$ cat src/rtl/fp_norm_pkg.sv
// rtl/fp_norm_pkg.sv - shared types, defaults and helpers for the FP left-shift normaliser
package fp_norm_pkg;

  typedef enum logic [1:0] {
    IDLE  = 2'd0,
    SHIFT = 2'd1,
    DONE  = 2'd2
  } state_t;

  localparam int DEF_WIDTH = 64;
  localparam int DEF_STEP  = 2;
  localparam int DEF_EXP_W = 11;

  // Unsigned minimum, used to clamp the shift so the exponent never drops below 1.
  function automatic int unsigned min_u(input int unsigned a, input int unsigned b);
    return (a < b) ? a : b;
  endfunction

endpackage

$ cat src/rtl/norm_shift_seq_if.sv
// rtl/norm_shift_seq_if.sv - operand/result handshake bundle for norm_shift_seq
// Ports (as interface signals):
//   in_valid/in_ready      operand handshake, in_mant/in_exp operand payload
//   out_valid/out_ready    result handshake
//   out_mant/out_exp/out_shamt/out_zero/out_denorm  result payload
// Modports: slave = normaliser view, master = producer/consumer view.
interface norm_shift_seq_if
  import fp_norm_pkg::*;
#(
  parameter int WIDTH = DEF_WIDTH,
  parameter int EXP_W = DEF_EXP_W,
  parameter int SHW   = $clog2(WIDTH + 1)
);

  logic             in_valid;
  logic             in_ready;
  logic [WIDTH-1:0] in_mant;
  logic [EXP_W-1:0] in_exp;
  logic             out_valid;
  logic             out_ready;
  logic [WIDTH-1:0] out_mant;
  logic [EXP_W-1:0] out_exp;
  logic [SHW-1:0]   out_shamt;
  logic             out_zero;
  logic             out_denorm;

  modport slave (
    input  in_valid, in_mant, in_exp, out_ready,
    output in_ready, out_valid, out_mant, out_exp, out_shamt, out_zero, out_denorm
  );

  modport master (
    output in_valid, in_mant, in_exp, out_ready,
    input  in_ready, out_valid, out_mant, out_exp, out_shamt, out_zero, out_denorm
  );

endinterface

$ cat src/rtl/lzc_window.sv
// rtl/lzc_window.sv - combinational leading-zero counter over an N-bit window
// Ports:
//   din    N-bit input, MSB first
//   count  number of leading zeros, N when din is all zero
module lzc_window #(
  parameter int N = 2
) (
  input  logic [N-1:0]             din,
  output logic [$clog2(N+1)-1:0]   count
);

  localparam int CW = $clog2(N + 1);

  // Scanning upward lets the highest set bit write last and win.
  always_comb begin
    count = CW'(N);
    for (int i = 0; i < N; i++) begin
      if (din[i]) count = CW'(N - 1 - i);
    end
  end

endmodule

$ cat src/rtl/norm_shift_seq.sv
// rtl/norm_shift_seq.sv - multi-cycle left-shift normaliser (mantissa + biased exponent)
// Ports:
//   clk   clock, all state on rising edge
//   rst   asynchronous active-high reset
//   bus   norm_shift_seq_if.slave: operand in (valid/ready/mant/exp),
//         result out (valid/ready/mant/exp/shamt/zero/denorm)
// Build option: NORM_SINGLE_CYCLE_EN selects a full-width count and barrel
// shift finishing in one SHIFT cycle; otherwise up to STEP bits per cycle.
module norm_shift_seq
  import fp_norm_pkg::*;
#(
  parameter int WIDTH = DEF_WIDTH,
  parameter int STEP  = DEF_STEP,
  parameter int EXP_W = DEF_EXP_W
) (
  input  logic             clk,
  input  logic             rst,
  norm_shift_seq_if.slave  bus
);

  localparam int SHW = $clog2(WIDTH + 1);
`ifdef NORM_SINGLE_CYCLE_EN
  localparam int LZN = WIDTH;
`else
  localparam int LZN = STEP;
`endif
  localparam int LZW = $clog2(LZN + 1);

  state_t           state_q, state_d;
  logic             load, advance, shift_done;

  logic [WIDTH-1:0] mant_q, mant_nx;
  logic [EXP_W-1:0] exp_q, exp_nx;
  logic [SHW-1:0]   shamt_q, shamt_nx, k;
  logic             zero_q, denorm_q;
  logic             mant_zero;
  logic [LZN-1:0]   win;
  logic [LZW-1:0]   lz;

  assign mant_zero = (mant_q == '0);
  assign win       = mant_q[WIDTH-1 -: LZN];

  lzc_window #(.N(LZN)) u_lzc (
    .din   (win),
    .count (lz)
  );

  // k is forced to 0 for a zero mantissa so a zero operand never picks up
  // a shift count or exponent decrement, and for exp==0 (already denormal).
  always_comb begin
    k = '0;
    if (!mant_zero && exp_q != '0)
      k = SHW'(min_u(32'(lz), 32'(exp_q) - 32'd1));
    mant_nx  = mant_q << k;
    exp_nx   = exp_q - EXP_W'(k);
    shamt_nx = shamt_q + k;
  end

`ifdef NORM_SINGLE_CYCLE_EN
  assign shift_done = 1'b1;
`else
  assign shift_done = mant_zero || (k == '0);
`endif

  always_ff @(posedge clk or posedge rst) begin
    if (rst) state_q <= IDLE;
    else     state_q <= state_d;
  end

  always_comb begin
    state_d = state_q;
    load    = 1'b0;
    advance = 1'b0;
    unique case (state_q)
      IDLE: begin
        if (bus.in_valid) begin
          load    = 1'b1;
          state_d = SHIFT;
        end
      end
      SHIFT: begin
        advance = 1'b1;
        if (shift_done) state_d = DONE;
      end
      DONE: begin
        if (bus.out_ready) state_d = IDLE;
      end
      default: state_d = IDLE;
    endcase
  end

  // Flags are refreshed every SHIFT cycle; on the exit cycle k==0 (or the
  // single-cycle shift has just been applied) so they describe the final word.
  always_ff @(posedge clk or posedge rst) begin
    if (rst) begin
      mant_q   <= '0;
      exp_q    <= '0;
      shamt_q  <= '0;
      zero_q   <= 1'b0;
      denorm_q <= 1'b0;
    end else if (load) begin
      mant_q  <= bus.in_mant;
      exp_q   <= bus.in_exp;
      shamt_q <= '0;
    end else if (advance) begin
      mant_q   <= mant_nx;
      exp_q    <= mant_zero ? '0 : exp_nx;
      shamt_q  <= shamt_nx;
      zero_q   <= mant_zero;
      denorm_q <= !mant_zero && !mant_nx[WIDTH-1];
    end
  end

  assign bus.in_ready   = (state_q == IDLE);
  assign bus.out_valid  = (state_q == DONE);
  assign bus.out_mant   = mant_q;
  assign bus.out_exp    = exp_q;
  assign bus.out_shamt  = shamt_q;
  assign bus.out_zero   = zero_q;
  assign bus.out_denorm = denorm_q;

endmodule

$ cat src/flat_wrapper.sv
// flat-port wrapper written by rule: the top's interface ports become plain ports
module norm_shift_seq_flat import fp_norm_pkg::*;
#(
  parameter int WIDTH = DEF_WIDTH,
  parameter int STEP  = DEF_STEP,
  parameter int EXP_W = DEF_EXP_W
)
  (clk, rst, bus_in_valid, bus_in_mant, bus_in_exp, bus_out_ready, bus_in_ready, bus_out_valid, bus_out_mant, bus_out_exp, bus_out_shamt, bus_out_zero, bus_out_denorm);
  norm_shift_seq_if #(.WIDTH(WIDTH), .EXP_W(EXP_W)) bus_i ();
  input  logic clk;
  input  logic rst;
  input wire logic [$bits(bus_i.in_valid)-1:0] bus_in_valid;
  input wire logic [$bits(bus_i.in_mant)-1:0] bus_in_mant;
  input wire logic [$bits(bus_i.in_exp)-1:0] bus_in_exp;
  input wire logic [$bits(bus_i.out_ready)-1:0] bus_out_ready;
  output wire logic [$bits(bus_i.in_ready)-1:0] bus_in_ready;
  output wire logic [$bits(bus_i.out_valid)-1:0] bus_out_valid;
  output wire logic [$bits(bus_i.out_mant)-1:0] bus_out_mant;
  output wire logic [$bits(bus_i.out_exp)-1:0] bus_out_exp;
  output wire logic [$bits(bus_i.out_shamt)-1:0] bus_out_shamt;
  output wire logic [$bits(bus_i.out_zero)-1:0] bus_out_zero;
  output wire logic [$bits(bus_i.out_denorm)-1:0] bus_out_denorm;
  assign bus_i.in_valid = bus_in_valid;
  assign bus_i.in_mant = bus_in_mant;
  assign bus_i.in_exp = bus_in_exp;
  assign bus_i.out_ready = bus_out_ready;
  assign bus_in_ready = bus_i.in_ready;
  assign bus_out_valid = bus_i.out_valid;
  assign bus_out_mant = bus_i.out_mant;
  assign bus_out_exp = bus_i.out_exp;
  assign bus_out_shamt = bus_i.out_shamt;
  assign bus_out_zero = bus_i.out_zero;
  assign bus_out_denorm = bus_i.out_denorm;
  norm_shift_seq #(.WIDTH(WIDTH), .STEP(STEP), .EXP_W(EXP_W)) u_core (.clk(clk), .rst(rst), .bus(bus_i));
endmodule
$ cat config.mk
export PLATFORM = sky130hd
export DESIGN_NAME = norm_shift_seq_flat
export DESIGN_NICKNAME = d
export VERILOG_FILES = /design/src/rtl/fp_norm_pkg.sv /design/src/rtl/norm_shift_seq_if.sv /design/src/rtl/lzc_window.sv /design/src/rtl/norm_shift_seq.sv /design/src/flat_wrapper.sv
export SDC_FILE = /design/constraint.sdc
export NUM_CORES = 1
export LEC_CHECK = 0
export ABC_AREA = 1
export CAP_MARGIN = 20
export CORE_MARGIN = 5
export CORE_UTILIZATION = 55
export CTS_CLUSTER_SIZE = 12
export DETAILED_ROUTE_END_ITERATION = 8
export MAX_ROUTING_LAYER = met4
export PLACE_DENSITY = 0.87
export SYNTH_ARGS = -nofsm -noshare
export SYNTH_HDL_FRONTEND = slang
export SYNTH_HIERARCHICAL = 1
export SYNTH_SLANG_ARGS = --single-unit
$ cat constraint.sdc
create_clock -name clk -period 10.08 [get_ports clk]
set_input_delay 1.008 -clock clk [delete_from_list [all_inputs] [get_ports clk]]
set_output_delay 1.008 -clock clk [all_outputs]
set_load 0.05 [all_outputs]
Yosys cells after proc, flatten, opt, wreduce, memory -nomap -nowiden:

Cells that the tools add are included.

* $add $sub $neg: 3
* multipliers: 0
* div/mod/pow operators: 0
* magnitude comparators: 1
* eq/ne operators: 5
* shift-type cells: 1
* muxes and demuxes: 18
* bitwise gates (word level): 1
* reductions and logical operators: 12

Operator list (count)
* $mux W64: 2
* $logic_not A64 Y1: 1
* $shl A64 B7 Y64: 1
* $mux W11: 3
* $lt A2 B32 Y1: 1
* $mux W7: 4
* $sub A11 B1 Y12 const B: 1
* $reduce_bool A11 Y1: 1
* $sub A11 B7 Y11: 1
* $mux W2: 5
* $add A7 B7 Y7: 1
* $logic_not A7 Y1: 1
* $pmux W2 S3: 1
* $ne A2 B2 Y1 const B: 2
* $mux W1: 3
* $reduce_and A3 Y1: 1
* $eq A2 B1 Y1 const B: 1
* $eq A2 B2 Y1 const B: 1
* $logic_and A1 B1 Y1: 2
* $logic_not A1 Y1: 2
* $logic_not A2 Y1: 1
* $ne A2 B1 Y1 const B: 1
* $reduce_and A2 Y1: 1
* $reduce_bool A2 Y1: 1
* 2 further kinds: 2

* flip-flop bits (word level): 86
* latch bits: 0
* RAM bits: 0
* bits in read-only memories: 0
* bits of input ports: 79
* output and inout port bits: 86
* word-level logic and storage cells: 47
* memories: 0

Logic depth before layout (Yosys ltp):

Gate-level depths: netlist of the first run.

* depth in word-level cells: 9
* gate-level depth with buffers: 28
* gate-level depth less buffers: 27

Hierarchy:

The synthesis of the first run kept the hierarchy.

Modules (own cells, without submodules)
* norm_shift_seq: instances 1, cells an instance 1014, area each 6920.4 um2, sequential area each 2152.1 um2
* lzc_window: instances 1, cells an instance 3, area each 13.8 um2, sequential area each 0.0 um2

Worst setup path after synthesis of the first run:

OpenSTA, ideal clock, no wires.

* path type: register to register
* start: register u_core.exp_q[0], in the netlist u_core/bus.out_exp[0]
* end: register u_core.exp_q[8], in the netlist u_core/bus.out_exp[8]
* library setup time: 87 ps
* arrival: 3928 ps
* data required time: 9993 ps
* slack: 6066 ps
* stages on the path, launching flop included: 29
* path buffers: 1
* clock period less this slack: 4014 ps
* path through: dfrtp_1 inv_2 ha_1 ha_1 o21ai_0 nand2_1 nand2_1 nor2_1 nand3_1 nor2_2 nand3_2 nand2_4 nand3_4 buf_4 inv_1 ha_1 inv_1 fa_1 nand3_1 nand2_1 nand2_1 nand2_1 nand2_1 nand2_1 nand2_1 nand2_1 a21oi_1 o21ai_0 o211ai_1

* cells in the longest elaborated chain, start to end: 8
* elaborated cells on any way between the ends: 10
* classes of those cells: add/sub: 2; order compare: 1; mux: 5; reduce/logical: 2

Ends and longest elaborated chain
* from (decl): RTL line norm_shift_seq.sv:33 `logic [EXP_W-1:0] exp_q, exp_nx;`
* from (signal assigned): RTL line norm_shift_seq.sv:103 `exp_q <= bus.in_exp;`
* from (signal assigned): RTL line norm_shift_seq.sv:107 `exp_q <= mant_zero ? '0 : exp_nx;`
* $sub A11 B1 Y12: RTL line norm_shift_seq.sv:53 `k = SHW'(min_u(32'(lz), 32'(exp_q) - 32'd1));`
* $lt A2 B32 Y1: RTL line fp_norm_pkg.sv:16 `return (a < b) ? a : b;`
* $mux W7: RTL line fp_norm_pkg.sv:16
* $mux W7: RTL line norm_shift_seq.sv:52 `if (!mant_zero && exp_q != '0)`
* $sub A11 B7 Y11 (*): RTL line norm_shift_seq.sv:55 `exp_nx = exp_q - EXP_W'(k);`
* $mux W11 (*): RTL line norm_shift_seq.sv:107
* $mux W11 (*): RTL line norm_shift_seq.sv:105 `end else if (advance) begin`
* $mux W11 (*): RTL line norm_shift_seq.sv:101 `end else if (load) begin`

Every way passes the cells marked *; elsewhere a longest branch is shown, timed or not. The select of a mux whose other input is x is not followed.
A chain may end at the register's enable or synchronous reset.

Final worst setup path of the first run:

* start: register u_core.exp_q[1], in the netlist u_core/bus.out_exp[1]
* end: register u_core.exp_q[8], in the netlist u_core/bus.out_exp[8]

Same word-level chain as after synthesis.

==> key figures, run 1 <==
Logic synthesis
  • Synthesized area per cell: 6.82 µm²
  • Asr flop ratio synth: 100%
  • Cell with the most instances after synthesis: nand2_1
  • Synth unique cells: 41
  • Mapped Cells: 1017
  • Post-synth EDFFs: 0
  • Area leader, netlist: dfrtp_1
  • Most area-consuming cells after synthesis: dfrtp_1, nand2_1, inv_1, nand3_1, o211ai_1
  • Synth Register Bits: 86
  • Ys flop type: dfrtp_1
  • Yosys top cell area share: 31.0%
  • Seq/Total Area, Yosys: 31.0%
  • Leading cell types by count after synthesis: nand2_1, inv_1, nand3_1
  • Yosys warns: 6
  • Mapped Area: 0.00693 mm²

Place
  • Port bufs: 164
  • DP HPWL: 13900 µm
  • RD Place Congestion: 0.899
  • Worst slack, placed: 5.51 ns
  • Dpl cells: 1308

Timing
  • Hold Vio Cnt, Final: 0
  • Final worst-path setup slack: 5.52 ns
  • Final setup viols: 0
  • Unrepaired setup endpoints after global routing: false
  • Clk_skew: 0.00821 ns
  • Post-route setup TNS: 0 ns
  • Fin. max-slew vios: 0
  • Post-layout minimum cycle time: 4.56 ns
  • FMAX: 0.219 GHz
  • Slew Limit Headroom: 29.3%
  • Worst-Margin Slew: 1.06 ns
  • Final period utilization: 45.2%

Critical path
  • Reg-to-reg setup timing slack: 5.52 ns
  • Critical Path Sink Type: flip-flop
  • Critical path startpoint category: flip-flop
  • Buf/Inv on CP: 3
  • Reg2Reg Depth: 27
  • CP Data Required Time: 10.34 ns
  • Largest fanout on the critical path: 54
  • CP top delay family: simple AND/OR/NAND/NOR gates
  • R2R Path End: u_core/bus.out_exp[8]
  • Worst reg2reg path startpoint: u_core/bus.out_exp[1]
  • Critical path arrival: 4.82 ns
  • CP max stage delay: 0.47 ns
  • CP most frequent cell: nand2_1
  • Max stage delay cell, worst path: dfrtp_1
  • CP Depth: 27
  • CP Class: reg2reg

Drt
  • DRC violations left: 0
  • Vias post-DR: 7274
  • DR pass1 iterations: 5
  • Drt via density: 5.48
  • Wire length per cell: 15.2 µm
  • Post-route ant nets: 0
  • Number of DRC markers in iteration 0: 839
  • Final WL: 20100 µm

Layout
  • Fill count: 1035
  • Layout Cells excl Fill: 1327
  • Core Util, Final: 71.2%
  • # diodes: 0
  • Area growth syn-to-layout: 28.0%
  • Final Net Count: 1247
  • Share of cells above drive strength 1: 5.89%
  • Register area: 0.00215 mm²
  • Multi-input gate area: 0.00385 mm²

Clocking
  • Clock-pin slew on the worst setup and hold paths: 0.06 ns
  • Root Driver: clkbuf_16
  • CTS Buf Count: 9
  • Setup bufs post-CTS: 0
  • Hold buffers post-CTS: 0
  • # clock sinks: 86
  • Clk Latency, worst-skew pair: 0.35 ns
  • TritonCTS clock tree: yes
  • Post-CTS sizing: 0
  • H-tree levels: 3
  • Max Root-Sink Buffers: 2

Floorplan
  • Die Y: 122 µm
  • Die Wd: 122 µm
  • Core area: 0.0125 mm²
  • Initial Util: 55.6%
  • Die ar.: 0.0150 mm²
  • Std-Cell Rows: 41
  • Top Ports: 165

GRT
  • Number of global-route vias before repair: 6889
  • Total gr overflow: 0
  • Largest net degree at the start of global routing: 106
  • Tot GR Track Use: 28.1%
  • First-pass GRT wire length: 33200 µm
  • Initial antenna violation count: 0

Hold path
  • Worst hold path depth: 2
  • HP Start: u_core/bus.out_zero
  • Hold worst-path end: u_core/bus.out_zero
  • Min-delay worst type: reg2reg

Job
  • Max-Cap Viols: 0

Status
  • Status: completed
-- through the flow --
step / area (µm²) / hold slack [ns]
2_1_floorplan: 6960 / 0.474
4_1_cts: 8820 / 0.534
6_report: 8880 / 0.528
3_5_place_dp: 8540 / 0.513
3_3_place_gp: 8540 / 0.499
5_1_grt: 8880 / 0.547
-- worst max path at each step --
stage,from,end
detailed placement,u_core/bus.out_exp[1],u_core/bus.out_exp[8]
floorplan,u_core/bus.out_exp[0],u_core/bus.out_exp[8]
global placement,u_core/bus.out_exp[1],u_core/bus.out_exp[8]
CTS,u_core/bus.out_exp[1],u_core/bus.out_exp[8]
finish,u_core/bus.out_exp[1],u_core/bus.out_exp[8]
global route,u_core/bus.out_exp[1],u_core/bus.out_exp[8]
-- per-layer routing --
metal	vias to the layer above	global-route usage, %	wire, µm
li1	3626	-	-
met1	3308	37.3	8920
met2	307	44.3	9170
met3	33	4.06	1560
met4	0	9.38	463
met5	-	-	0
-- cell usage in the layout, fill, tap and decap left out, drive strengths merged, types with 2 or more instances in the layout --
master	synthesis	final
conb	2	9
buf	35	9
nand4	35	35
nor2	56	56
nor4	2	2
o221ai	5	5
xnor2	3	3
nor3	2	2
clkinv	1	4
xor2	2	2
o21ai	62	62
a21oi	22	22
ha	16	16
clkbuf	23	12
dfrtp	86	86
clkdlybuf4s50	0	164
o211ai	96	96
fa	2	2
nand3	116	116
a22o	2	2
inv	168	167
nand2	274	274
o31ai	2	2
-- state kept, by name, indices dropped and copies added (netlist names) --
name	flops
u_core/bus.out_mant	64
u_core/bus.out_shamt	7
u_core/bus.out_exp	11
u_core/bus.out_zero	1
u_core/state_q	2
u_core/bus.out_denorm	1
-- cell type report --
cell class,count,area share (%)
Tap cell,172,2.42
Clock inverter,4,0.536
Inverter,169,7.17
Multi-Input combinational cell,711,43.3
Clock buffer,12,2.66
Timing Repair Buffer,173,19.6
Sequential cell,86,24.2
-- worst reg2reg max path, stage by stage, from the launching register on --
cell,delay [ns]
dfrtp_1,0.47
inv_1,0.12
ha_1,0.31
ha_1,0.27
o21ai_0,0.07
nand2_1,0.06
nand2_1,0.05
nor2_1,0.10
nand3_1,0.11
nor2_2,0.19
nand3_2,0.13
nand2_4,0.19
nand3_4,0.47
inv_1,0.29
ha_1,0.21
inv_1,0.07
fa_1,0.40
nand3_1,0.10
nand2_1,0.07
nand2_1,0.09
nand2_1,0.06
nand2_1,0.05
nand2_1,0.07
nand2_1,0.11
nand2_1,0.09
a21oi_1,0.14
o21ai_0,0.10
o211ai_1,0.08
-- cells by family (layout without fill, tap and decap cells) --
kind of cell               after synthesis  count (layout)  share of synthesized area, %
DFF                                     86              86                          31.0
and+or+nand+nor                        487             487                          31.1
xor gates and xnor gates                 5               5                         0.740
AOI/OAI and AO/OA                      192             192                          19.6
buffers and inverters                  227             358                          14.0
other                                    2               9                         0.108
adders and majority gates               18              18                          3.46
Power of run 1 is left out: the tool's default activity adds up to more than one toggle a clock period on the data nets, which glitch-free logic cannot reach.
==> run 2, diff against run 1 <==
--- a/config.mk
+++ b/config.mk
@@ -8,11 +8,11 @@
 export ABC_AREA = 1
 export CAP_MARGIN = 20
 export CORE_MARGIN = 5
-export CORE_UTILIZATION = 55
+export CORE_UTILIZATION = 51
 export CTS_CLUSTER_SIZE = 12
 export DETAILED_ROUTE_END_ITERATION = 8
 export MAX_ROUTING_LAYER = met4
-export PLACE_DENSITY = 0.87
+export PLACE_DENSITY = 0.82
 export SYNTH_ARGS = -nofsm -noshare
 export SYNTH_HDL_FRONTEND = slang
 export SYNTH_HIERARCHICAL = 1
==> constraint.sdc (replaced) <==
create_clock -name clk -period 4.3 [get_ports clk]
set_input_delay 0.43 -clock clk [delete_from_list [all_inputs] [get_ports clk]]
set_output_delay 0.43 -clock clk [all_outputs]
set_load 0.05 [all_outputs]
==> key figures, run 2 (synthesis results as in run 1) <==
Status
  • Status: completed

Place
  • Port bufs: 164 (unchanged)
  • DP HPWL: 14200 µm (+2.5%)
  • Placement Cell Area: 0.00859 mm² (+0.59%)
  • RD Place Congestion: 0.926 (+3.0%)

Floorplan
  • Die Wd: 127 µm (+3.5%)
  • Initial Util: 52.2% (-3.5 points)
  • Top Ports: 165 (unchanged)
  • Die ar.: 0.0160 mm² (+7.2%)
  • Std-Cell Rows: 42 (+2.4%)
  • Core area: 0.0133 mm² (+6.7%)
  • Die Y: 127 µm (+3.5%)

Clocking
  • Root Driver: clkbuf_16
  • Max Root-Sink Buffers: 2 (unchanged)
  • Hold buffers post-CTS: 0 (unchanged)
  • Clk Latency, worst-skew pair: 0.34 ns (about the same)
  • Clock-pin slew on the worst setup and hold paths: 0.06 ns (about the same)
  • CTS Buf Count: 9 (unchanged)
  • TritonCTS clock tree: yes
  • Setup bufs post-CTS: 0 (unchanged)
  • Post-CTS sizing: 0 (unchanged)
  • # clock sinks: 86 (unchanged)
  • H-tree levels: 3 (unchanged)

GRT
  • Top Usage Layer GRT: met2
  • Grt met2 use: 41.2% (-3.1 points)
  • Total gr overflow: 0 (unchanged)
  • Met3 Use GR: 3.70% (-0.36 points)
  • Number of global-route vias before repair: 6857 (-0.46%)
  • Initial antenna violation count: 0 (unchanged)
  • First-pass GRT wire length: 33900 µm (+2.1%)
  • Tot GR Track Use: 26.0% (-2.1 points)
  • Largest net degree at the start of global routing: 81 (-24%)
  • Met1 Track Usage GR: 34.8% (-2.4 points)

Layout
  • Fill count: 1179 (+14%)
  • # diodes: 0 (unchanged)
  • Commonest non-fill, non-tap cell in the layout: nand2_1
  • Final Net Count: 1250 (+0.24%)
  • Commonest cells after routing, fill and taps aside: nand2_1, clkdlybuf4s50_1, inv_1
  • Area growth syn-to-layout: 27.9%
  • Largest register FFs: 64 (unchanged)
  • Share of cells above drive strength 1: 6.13% (+0.24 points)
  • Post-Layout Inst Area: 0.00887 mm² (-0.11%)

Timing
  • Hold Vio Cnt, Final: 0 (unchanged)
  • Final setup viols: 0 (unchanged)
  • Clk_skew: 0.00461 ns (-0.00361 ns)
  • FMAX: 0.252 GHz (+15%)
  • Worst-Margin Slew: 0.903 ns (-0.157 ns)
  • Fin. max-slew vios: 0 (unchanged)
  • Unrepaired setup endpoints after global routing: false
  • Final hold slack: 0.402 ns (-0.126 ns)
  • Post-route setup TNS: 0 ns (unchanged)
  • Post-layout minimum cycle time: 3.97 ns (-0.586 ns)
  • Final period utilization: 92.3% (+47 points)
  • Slew Limit Headroom: 39.7% (+10 points)

Critical path
  • Largest fanout on the critical path: 17 (-69%)
  • CP most frequent cell: nand2_1
  • Max stage delay cell, worst path: dfrtp_2
  • CP Data Required Time: 4.55 ns (-5.79 ns)
  • CP top delay family: simple AND/OR/NAND/NOR gates
  • Critical path startpoint category: flip-flop
  • Buf/Inv on CP: 3 (unchanged)
  • Critical path arrival: 4.23 ns (-0.59 ns)
  • CP Class: reg2reg
  • Critical Path Sink Type: flip-flop
  • CP max stage delay: 0.43 ns (-0.04 ns)

Drt
  • Post-route ant nets: 0 (unchanged)
  • Drt via density: 5.51 (+0.49%)
  • DRC violations left: 0 (unchanged)
  • Wire length per cell: 15.4 µm (+1.7%)
  • Final WL: 20600 µm (+2.2%)
  • Vias post-DR: 7348 (+1.0%)
  • Number of DRC markers in iteration 0: 825 (-1.7%)
  • DR pass1 iterations: 6 (+1)

Hold path
  • Min-delay worst type: in2async

Job
  • Max-Cap Viols: 0 (unchanged)
run 2: cell types whose count changed in the layout (fill, tap and decap cells not counted), moves of 2 or more:
| cell | before | now |
|---|---|---|
| dfrtp_2 | 0 | 2 |
| dfrtp_1 | 86 | 84 |
| clkbuf_1 | 3 | 5 |
| buf_4 | 7 | 12 |
run 2: final cells by class:
type	count	area (µm²)	share of cell area, %
Sequential cell	86	2150	24.3
Clock inverter	1	5.00	0.0564
Tap cell	176	220	2.48
Inverter	169	637	7.18
Clock buffer	15	258	2.91
Multi-Input combinational cell	711	3860	43.5
Timing Repair Buffer	176	1730	19.5
run 2: metrics by stage:
| stage | setup WS [ns] | instances | util, % |
|---|---|---|---|
| after global placement | 0.522 | 1318 | 64.6 |
| after detailed placement | 0.440 | 1318 | 64.6 |
| after global routing | 0.00453 | 1334 | 66.7 |
| after CTS | 0.371 | 1334 | 66.6 |
| final | 0.329 | 1334 | 66.7 |
| after floorplan | 0.286 | 1024 | - |
run 2: final timing paths:
| kind | start | end | slack [ns] | cells after the start |
|---|---|---|---|---|
| setup / recovery | u_core/bus.out_exp[0] | u_core/bus.out_exp[8] | 0.33 | 27 |
| hold / removal | rst | u_core/bus.out_mant[27] | 0.40 | 2 |
| setup reg to reg | u_core/bus.out_exp[0] | u_core/bus.out_exp[8] | 0.33 | 27 |
| hold reg to reg | u_core/bus.out_shamt[2] | u_core/bus.out_shamt[2] | 0.53 | 1 |
| max in group asynchronous | rst | u_core/bus.out_exp[0] | 2.66 | 3 |
| min in group clk | u_core/bus.out_shamt[2] | u_core/bus.out_shamt[2] | 0.53 | 1 |
run 2: per-layer routing:
layer  part of all wire (%)  wire, µm
met1                     44      9120
met2                     47      9670
met3                    7.0      1450
met4                    1.5       308
met5                      0         0
Power of run 2 is left out for the same reason.
